`src/rtl/fu_result_pkg.sv`:
```
// fu_result_pkg
//   Shared types for functional-unit result transport. The writeback
//   arbiter, the writeback stage and fu_result_queue all import this
//   package so that a result has one agreed layout.
//
//   FU_DATA_W   : default result data width
//   FU_TAG_W    : default destination/ROB tag width
//   fu_result_t : packed {data, tag} pair held in each queue entry
package fu_result_pkg;

    localparam int FU_DATA_W = 32;
    localparam int FU_TAG_W  = 6;

    typedef struct packed {
        logic [FU_DATA_W-1:0] data;
        logic [FU_TAG_W-1:0]  tag;
    } fu_result_t;

endpackage

```
`src/rtl/fu_result_queue.sv`:
```
// fu_result_queue
//   Requester-side result buffer placed at the output of one functional
//   unit. Completed results are queued in strict FIFO order and offered to
//   the writeback arbiter; an entry drains on a cycle where is_req is high
//   and stall is low.
//
//   Optional feature macro: FU_RESULT_QUEUE_BYPASS_EN
//     When defined and the queue is empty, an incoming result is presented
//     to the arbiter combinationally in the same cycle and is only written
//     into the queue if the arbiter stalls. Undefined (default): is_req and
//     out_* come purely from registered state.
//
//   Parameters
//     DATA_W : result data width (must match fu_result_pkg::FU_DATA_W)
//     TAG_W  : result tag width  (must match fu_result_pkg::FU_TAG_W)
//     DEPTH  : entry count, power of two, >= 2
//   Ports
//     clk      in  : clock, rising edge
//     rst      in  : asynchronous active-high reset
//     flush    in  : discard all entries on the next edge
//     in_valid in  : functional unit offers a result
//     in_data  in  : result value
//     in_tag   in  : result tag
//     in_ready out : a push is accepted this cycle
//     is_req   out : request to the writeback arbiter (head valid)
//     out_data out : head result value
//     out_tag  out : head result tag
//     stall    in  : arbiter denies the request this cycle
module fu_result_queue
    import fu_result_pkg::*;
#(
    parameter int DATA_W = FU_DATA_W,
    parameter int TAG_W  = FU_TAG_W,
    parameter int DEPTH  = 4
) (
    input  logic              clk,
    input  logic              rst,
    input  logic              flush,
    input  logic              in_valid,
    input  logic [DATA_W-1:0] in_data,
    input  logic [TAG_W-1:0]  in_tag,
    output logic              in_ready,
    output logic              is_req,
    output logic [DATA_W-1:0] out_data,
    output logic [TAG_W-1:0]  out_tag,
    input  logic              stall
);

    localparam int PTR_W = $clog2(DEPTH);
    localparam int CNT_W = PTR_W + 1;
    localparam logic [CNT_W-1:0] FULL_CNT = CNT_W'(DEPTH);

    fu_result_t       mem [DEPTH];
    fu_result_t       head;
    logic [PTR_W-1:0] wr_ptr;
    logic [PTR_W-1:0] rd_ptr;
    logic [CNT_W-1:0] count;
    logic             empty;
    logic             push;
    logic             pop;
    logic             bypass_take;

    always_comb begin
        empty    = (count == '0);
        // Readiness depends only on registered count: a pop in the same
        // cycle as a full queue does not open the input.
        in_ready = (count != FULL_CNT);
        head     = mem[rd_ptr];
        pop      = !empty && !stall && !flush;
`ifdef FU_RESULT_QUEUE_BYPASS_EN
        is_req      = !empty || (in_valid && !flush);
        // Empty queue and an immediate grant: the result leaves straight
        // from the inputs and never occupies an entry.
        bypass_take = empty && in_valid && !flush && !stall;
        out_data    = empty ? in_data : head.data;
        out_tag     = empty ? in_tag  : head.tag;
`else
        is_req      = !empty;
        bypass_take = 1'b0;
        out_data    = head.data;
        out_tag     = head.tag;
`endif
        push = in_valid && in_ready && !flush && !bypass_take;
    end

    always_ff @(posedge clk or posedge rst) begin
        if (rst) begin
            wr_ptr <= '0;
            rd_ptr <= '0;
            count  <= '0;
            for (int unsigned i = 0; i < DEPTH; i++) begin
                mem[i] <= '0;
            end
        end else if (flush) begin
            wr_ptr <= '0;
            rd_ptr <= '0;
            count  <= '0;
        end else begin
            if (push) begin
                mem[wr_ptr] <= '{data: in_data, tag: in_tag};
                wr_ptr      <= wr_ptr + PTR_W'(1);
            end
            if (pop) begin
                rd_ptr <= rd_ptr + PTR_W'(1);
            end
            case ({push, pop})
                2'b10:   count <= count + CNT_W'(1);
                2'b01:   count <= count - CNT_W'(1);
                default: count <= count;
            endcase
        end
    end

endmodule

```
`config.mk`:
```
export PLATFORM = sky130hd
export DESIGN_NAME = fu_result_queue
export DESIGN_NICKNAME = d
export VERILOG_FILES = /design/src/rtl/fu_result_pkg.sv /design/src/rtl/fu_result_queue.sv
export SDC_FILE = /design/constraint.sdc
export NUM_CORES = 1
export LEC_CHECK = 0
export ABC_AREA = 1
export BUFFER_PORTS_ARGS = -buffer_cell sky130_fd_sc_hd__buf_2
export CORE_MARGIN = 4
export CORE_UTILIZATION = 55
export DETAILED_ROUTE_END_ITERATION = 6
export GPL_TIMING_DRIVEN = 0
export HOLD_SLACK_MARGIN = 0.02
export PLACE_DENSITY = 0.76
export SYNTH_ARGS = -nofsm -noshare
export SYNTH_HDL_FRONTEND = slang
export SYNTH_SLANG_ARGS = --single-unit
```
`constraint.sdc`:
```
create_clock -name clk -period 14.8 [get_ports clk]
set_input_delay 2.96 -clock clk [delete_from_list [all_inputs] [get_ports clk]]
set_output_delay 2.96 -clock clk [all_outputs]
set_load 0.01 [all_outputs]
```
# Yosys cells after proc, flatten, opt, wreduce, memory -nomap -nowiden
# Index checks and enable logic that the tools add are counted.
# W data, S select, Z words.
# totals
elab_cells	49
latchBits	0
rom_bits	0
ramBits	0
regBits	159
mem_count	0
# op_classes
addsub	4
shifts	0
multipliers	0
n_lt_le_gt_ge	3
reduce_logical	13
eq_ne	3
div	0
mux	12
bitwise	3
# op_table
op	n
$bwmux W152	1
$mux W38	3
$bmux W38 S2	1
$demux W38 S2	1
$mux W2	4
$ge A3 B3 Y1 const B	2
$not A2 Y3	2
$pmux W3 S2	1
$logic_and A1 B1 Y1	5
$add A2 B1 Y2 const B	2
$reduce_bool A2 Y1	2
$add A3 B1 Y3 const B	1
$logic_not A1 Y1	3
$logic_not A3 Y1	1
$lt A3 B1 Y1 const B	1
$mux W3	1
$ne A3 B3 Y1 const B	1
$reduce_bool A3 Y1	1
$sub A3 B1 Y3 const B	1
$eq A2 B1 Y1 const B	1
$eq A2 B2 Y1 const B	1
$reduce_and A2 Y1	1
$not A1 Y1	1

# Longest topological paths before layout
# Gate-level depths: netlist of run 1.
# logic_depth
ltp_word	7
mapped_depth	12

# Worst setup path before layout of run 1
# No wires, ideal clock.
# synth_timing
path_kind	reg2out
start	register rd_ptr[0]
end	output out_data[16]
required_time_ps	11840
setup_slack_ps	10650
t_arrival_ps	1190
n_path_buf	3
stages_incl_launch_ff	6
cell_sequence	dfrtp_1 -> buf_2 -> buf_2 -> clkbuf_1 -> nor2_1 -> o22ai_1
# synth_between
elab_chain_len	4
# synth_lines
item	line_no	rtl
start: declaration	fu_result_queue.sv:56	logic [PTR_W-1:0] rd_ptr;
start signal: assignment	fu_result_queue.sv:104	rd_ptr <= rd_ptr + PTR_W'(1);
$not A2 Y3 (not written as such)	fu_result_queue.sv:68	head = mem[rd_ptr];
$bmux W38 S2	fu_result_queue.sv:68	
$mux W38 (not written as such) (2 in series)	fu_result_queue.sv:68	
end: declaration	fu_result_queue.sv:44	output logic [DATA_W-1:0] out_data,
# No other way between the ends. The select of a mux whose other input is x is not followed.

# Worst setup path in the final report of run 1
# layout_timing
start	register rd_ptr[1]
end	output out_data[11]
# Same word-level chain as after synthesis.

==> results by group, run 1 <==
Die
  – Die Wd: 123 um
  – Starting density of the core: between 50% and 60%
  – Die height: 123 um
  – Top-level port count: 83
  – Core area: approximately 13000 um^2
  – Die area: approximately 15000 um^2
  – FP Rows: 41

Yosys
  – Main area contributors after synthesis: dfrtp_1 55%, nand2_1 8.8%, o21ai_1 8.2%
  – Sequential cell area fraction in the yosys report: 55.1%
  – Post-synth net total: 850
  – Synth area leader: dfrtp_1
  – Yosys reg bits: 159
  – Avg Cell Area, Syn: 9.00 um^2
  – Area share of the largest cell type after synthesis: between 50 and 60%
  – Cells after Synth: 802
  – Synthesized cell area: 7220 um^2
  – Yosys cell types: 23
  – YS warnings: 0

Clock tree
  – Worst skew pair latency: 0.42 ns
  – Clock Pin Slew Worst Setup and Hold Paths: roughly 0.06 ns
  – CTS sink cnt: 159
  – Hold_buf cts: 0
  – CTS tree: built
  – Postcts setup bufs: 0
  – H-tree levels: 4
  – Max Root-Sink Buffers: 2
  – Clock root cell: clkbuf_16
  – TritonCTS Buffers: 17
  – CTS resizes: 0

Global routing
  – Vias in the first global route: 6033
  – GRT overflow: 0
  – Initial antenna violation count: 0
  – First-pass GRT wire length: just over 30000 um
  – Total GRT Usage: 26.4%
  – Largest net degree at the start of global routing: 89

Timing
  – Final Cycle Share: 35.0%
  – Final setup violation count: 0
  – Post-Route Skew: 0.00526 ns
  – Final hold vios: 0
  – Slew HR: 54.7%
  – Slew @ Worst Pin: 0.680 ns
  – Fmax: 193 MHz
  – Final setup TNS: 0 ns
  – Max-slew violations: 0
  – RSZ-0062 raised after global routing: false
  – Crit path time final: just over 5 ns

Layout
  – Commonest non-fill, non-tap cell in the layout: nand2_1
  – Layout cells sized above 1: 21.4%
  – Nets: between 900 and 1000
  – Area grow syn2layout: 17.5%
  – Finished Layout Cells: approximately 1100
  – Post-route cell area: 8490 um^2
  – Diodes inserted: 0
  – Commonest cells after routing, fill and taps aside: 169 x nand2_1, 159 x dfrtp_1, 118 x o21ai_1

Placement
  – Cells after DPL: 1057
  – DPL Wire Length: 11800 um
  – Routability cong.: 0.818
  – DP Area: 7880 um^2
  – IO buf count: 82

Worst setup path
  – Worst EP required: 11.84 ns
  – Worst-path fanout max: 10
  – Reg-to-reg endpoint: count[2]
  – RR Startpoint: count[0]
  – Max stage delay on crit path: around 0.44 ns
  – Critical path buffer and inverter count: 3
  – R2R depth: 11
  – CP most frequent cell: clkbuf_1
  – Critical-path cell list: clkbuf_1, clkbuf_1, o21ai_0, o22ai_1, buf_2
  – R2R setup slack: 12.89 ns
  – Critical path type: flop to output port
  – Crit. End Element: output port
  – CP max stage cell: clkbuf_1
  – CP top delay family: buffers and inverters
  – CP startpoint kind: flop
  – Critical path arrival: around 2.2 ns

Hold path
  – Worst hold endpoint: mem[40]
  – Hold Path Stages: 2
  – HP Class: flop to flop
  – Worst Hold Launch: mem[40]

Power and ir drop
  – Leakage: 4.24 nW
  – Max IR drop VDD: roughly 0.14 mV
  – Power per cell area: 210 nW/um^2

Routing
  – DRT antenna net count: 0
  – Wirelength per Cell: 17.2 um
  – Vias/cell: 5.51
  – DRT Pass-1 Iters: 6
  – Total wire length: between 15000 and 20000 um
  – Drt drc: 0
  – Vias post-DR: 5993
  – DRT iter0 DRCs: a little under 700

Run status
  – Run status: completed

Run
  – Max-cap violations: 0
==> tightest hold or removal path: stages, from the launching register on <==
cell     delay [ns]
dfrtp_1        0.34
nand2_1        0.06
o21ai_2        0.05
==> registers in the layout, indices dropped and copies added, names as in the netlist <==
name,cells
mem,152
count,3
rd_ptr,2
wr_ptr,2
==> per-stage QoR <==
step	setup slack [ns]	hold WS (ns)	power, mW	utilization, %
6_report	9.62	0.476	1.79	66.7
5_1_grt	9.47	0.491	1.91	66.7
4_1_cts	9.65	0.478	1.79	66.7
3_5_place_dp	10.09	0.463	1.33	61.9
3_3_place_gp	5.80	0.460	1.31	61.7
2_1_floorplan	7.55	0.450	1.12	-
==> logic make-up (layout without fill, tap and decap cells) <==
logic type / Yosys count / count (layout) / synth area share, %
compound gates: 275 / 275 / 21.8
simple gates: 256 / 256 / 14.2
flops: 159 / 159 / 55.1
buf+inv: 106 / 219 / 7.78
fa+ha+maj: 5 / 5 / 0.970
xor+xnor: 1 / 1 / 0.121
==> synthesized netlist by cell type <==
master / n
a21oi_1: 3
a21oi_2: 1
buf_2: 11
buf_6: 20
clkbuf_1: 26
dfrtp_1: 159
fa_1: 1
ha_1: 4
inv_1: 45
inv_2: 4
nand2_1: 169
nand2_2: 1
nand2_4: 5
nand3_1: 2
nand4_1: 1
nor2_1: 76
nor2_2: 1
nor2_8: 1
o21ai_0: 75
o21ai_1: 118
o21ai_2: 40
o22ai_1: 38
xnor2_1: 1
==> final cells by class <==
type	instances	area, um^2
fill	1104	4240
sequential	159	3980
multi-input combinational	537	2680
clock buffer	24	502
timing repair buffer	83	438
buffer	57	378
tap	172	215
inverter	49	189
clock inverter	6	105
==> routing by layer <==
metal	global-route usage, %	part of all wire (%)
met1	36.6	43
met2	41.7	49
met3	6.45	6.6
met4	7.91	1.3
met5	0	0
==> report_power, final <==
| group | leakage, nW | internal (mW) | switching [mW] |
|---|---|---|---|
| Combinational | 1.90 | 0.245 | 0.371 |
| Sequential | 2.04 | 0.621 | 0.0981 |
| Clock | 0.302 | 0.285 | 0.166 |
| Total | 4.24 | 1.15 | 0.635 |
==> worst max-delay path by stage <==
stage	from	depth (start not counted)	slack, ns	endpoint
final	rd_ptr[1]	5	9.62	out_data[11]
after global routing	rd_ptr[1]	5	9.47	out_data[11]
after CTS	rd_ptr[1]	5	9.65	out_data[11]
after detailed placement	rd_ptr[1]	5	10.09	out_data[11]
after global placement	rst	2	5.80	mem[130]
after floorplan	rst	1	7.55	count[0]
No activity file was read; power rests on OpenSTA's default activity.
==> run 2, diff against run 1 <==
clock period = 5.13 ns   (was 14.8 ns; I/O delays follow)
==> run 2 against run 1 <==
Via count up 1.8%. Non-clock buffer count up 3. Sequential share of layout area about the same. Register-to-register slack worse by 9.7 ns. Clock power rose to 2.6 times the previous value. Hold slack worse by 0.0019 ns. Sequential power rose to 2.9 times the previous value. Largest cell class unchanged. Highest routed layer unchanged.
==> results by group, run 2 (synthesized netlist as in run 1, its figures left out) <==
Run status
  – Run status: completed

Worst setup path
  – Critical path type: flop to output port
  – CP top delay family: buffers and inverters
  – Max stage delay on crit path: 0.42 ns
  – CP most frequent cell: clkbuf_1
  – Worst-path fanout max: 10
  – Worst EP required: 4.10 ns
  – R2R depth: 11
  – CP startpoint kind: flop
  – Critical-path cell list: clkbuf_1, clkbuf_1, o21ai_0, o22ai_1, buf_2
  – CP max stage cell: clkbuf_1
  – RR Startpoint: count[0]
  – Critical path arrival: 2.22 ns
  – Reg-to-reg endpoint: count[2]
  – Critical path buffer and inverter count: 3
  – Crit. End Element: output port
  – R2R setup slack: 3.16 ns

Layout
  – Nets: between 900 and 1000
  – Commonest cells after routing, fill and taps aside: 169 x nand2_1, 159 x dfrtp_1, 118 x o21ai_1
  – Commonest non-fill, non-tap cell in the layout: nand2_1
  – Max FFs per register: 152
  – Biggest regs: mem: 152 flops, count: 3 flops
  – Post-route cell area: 8490 um^2
  – Area grow syn2layout: 17.6%
  – Most flops, register: mem
  – Diodes inserted: 0
  – Layout cells sized above 1: between 20% and 30%

Die
  – Die area: 15000 um^2
  – Die height: 123 um
  – FP Rows: 41
  – Die Wd: 123 um
  – Core area: 12700 um^2
  – Starting density of the core: between 50 and 60%
  – Top-level port count: 83

Timing
  – Final WS setup: 1.89 ns
  – Slew @ Worst Pin: 0.663 ns
  – Fmax: 308 MHz
  – Final setup TNS: 0 ns
  – Final Cycle Share: 63.2%
  – Max-slew violations: 0
  – RSZ-0062 raised after global routing: false
  – Crit path time final: 3.24 ns
  – Slew HR: 55.8%
  – Post-Route Skew: 0.00600 ns
  – Hold slack: around 0.47 ns
  – Final hold vios: 0
  – Final setup violation count: 0

Routing
  – Vias/cell: 5.59
  – Drt drc: 0
  – DRT antenna net count: 0
  – DRT iter0 DRCs: 696
  – Total wire length: 18800 um
  – DRT Pass-1 Iters: 4
  – Wirelength per Cell: around 17 um
  – Vias post-DR: about 6100

Hold path
  – Hold Path Stages: 2
  – HP Class: flop to flop
  – Worst hold endpoint: mem[76]
  – Worst Hold Launch: mem[76]

Clock tree
  – CTS resizes: 0
  – Max Root-Sink Buffers: 2
  – Clock Pin Slew Worst Setup and Hold Paths: roughly 0.060 ns
  – Worst skew pair latency: 0.43 ns
  – Hold_buf cts: 0
  – CTS sink cnt: 159
  – Postcts setup bufs: 0
  – H-tree levels: 4
  – CTS tree: built
  – TritonCTS Buffers: 17
  – Clock root cell: clkbuf_16

Power and ir drop
  – Power per cell area: 593 nW/um^2
  – Sequential power share: 41.2%
  – Psw: 1.85 mW
  – Internal power: roughly 3.2 mW
  – Max IR drop VDD: roughly 0.31 mV
  – Combinational share of power: 35.3%
  – Design Power: 5.04 mW
  – Clock power share: around a quarter
  – Sw Ratio: a little under two fifths
  – Leakage: between 4 and 5 nW

Placement
  – Pre-CTS WS: around 2.4 ns
  – Routability cong.: slightly above 0.8
  – IO buf count: 82
  – DPL Wire Length: 12300 um
  – DP Area: roughly 8000 um^2

Global routing
  – Largest net degree at the start of global routing: 43
  – Initial antenna violation count: 0
  – First-pass GRT wire length: a little over 30000 um
  – Total GRT Usage: 26.8%
  – Vias in the first global route: between 6000 and 7000
  – GRT overflow: 0

Run
  – Max-cap violations: 0
run 2: final cells by class:
type | instances | area [um^2]
buffer | 57 | 378
clock buffer | 24 | 502
clock inverter | 8 | 56.3
fill | 1135 | 4230
inverter | 49 | 188
multi-input combinational | 537 | 2680
sequential | 159 | 3980
tap | 172 | 215
timing repair buffer | 86 | 490
run 2: worst max-delay path by stage:
stage | cells past startpoint | startpoint | slack (ns) | endpoint
floorplan | 1 | rst | 2.09 | count[0]
global placement | 2 | rst | 1.07 | mem[41]
detailed placement | 5 | rd_ptr[1] | 2.38 | out_data[21]
CTS | 6 | rd_ptr[0] | 1.92 | out_data[21]
global route | 5 | rd_ptr[1] | 1.68 | out_data[11]
finish | 5 | rd_ptr[1] | 1.89 | out_data[13]
run 2: power groups by stage:
stage	Sequential, mW	Clock (mW)	Combinational (mW)
after floorplan	2.02	0	1.23
after global placement	2.06	0	1.72
after detailed placement	2.08	0	1.78
after CTS	2.07	1.19	1.79
after global routing	2.13	1.26	2.01
final	2.07	1.18	1.78
run 2: worst register-to-register path, stage by stage, from the launching register on:
cell and delay, ns:
dfrtp_1 0.43, nor2_2 0.18, a21oi_2 0.12, nand3_1 0.15, inv_1 0.07, fa_1 0.37, xnor2_1 0.23, inv_1 0.07
nand2_1 0.07, nand2_1 0.05, nand2_1 0.06, nand2_1 0.05
run 2: metal layers:
layer	vias to the layer above	track usage (%)	wire, um
li1	2875	-	-
met1	2975	35.6	8130
met2	215	43.0	9220
met4	0	10.0	338
met5	-	0	0
met3	36	6.18	1160
run 2: stage by stage:
step | utilization [%] | cells
2_1_floorplan | - | 802
3_3_place_gp | 61.7 | 1056
3_5_place_dp | 62.3 | 1060
4_1_cts | 66.7 | 1092
5_1_grt | 66.7 | 1092
6_report | 66.7 | 1092
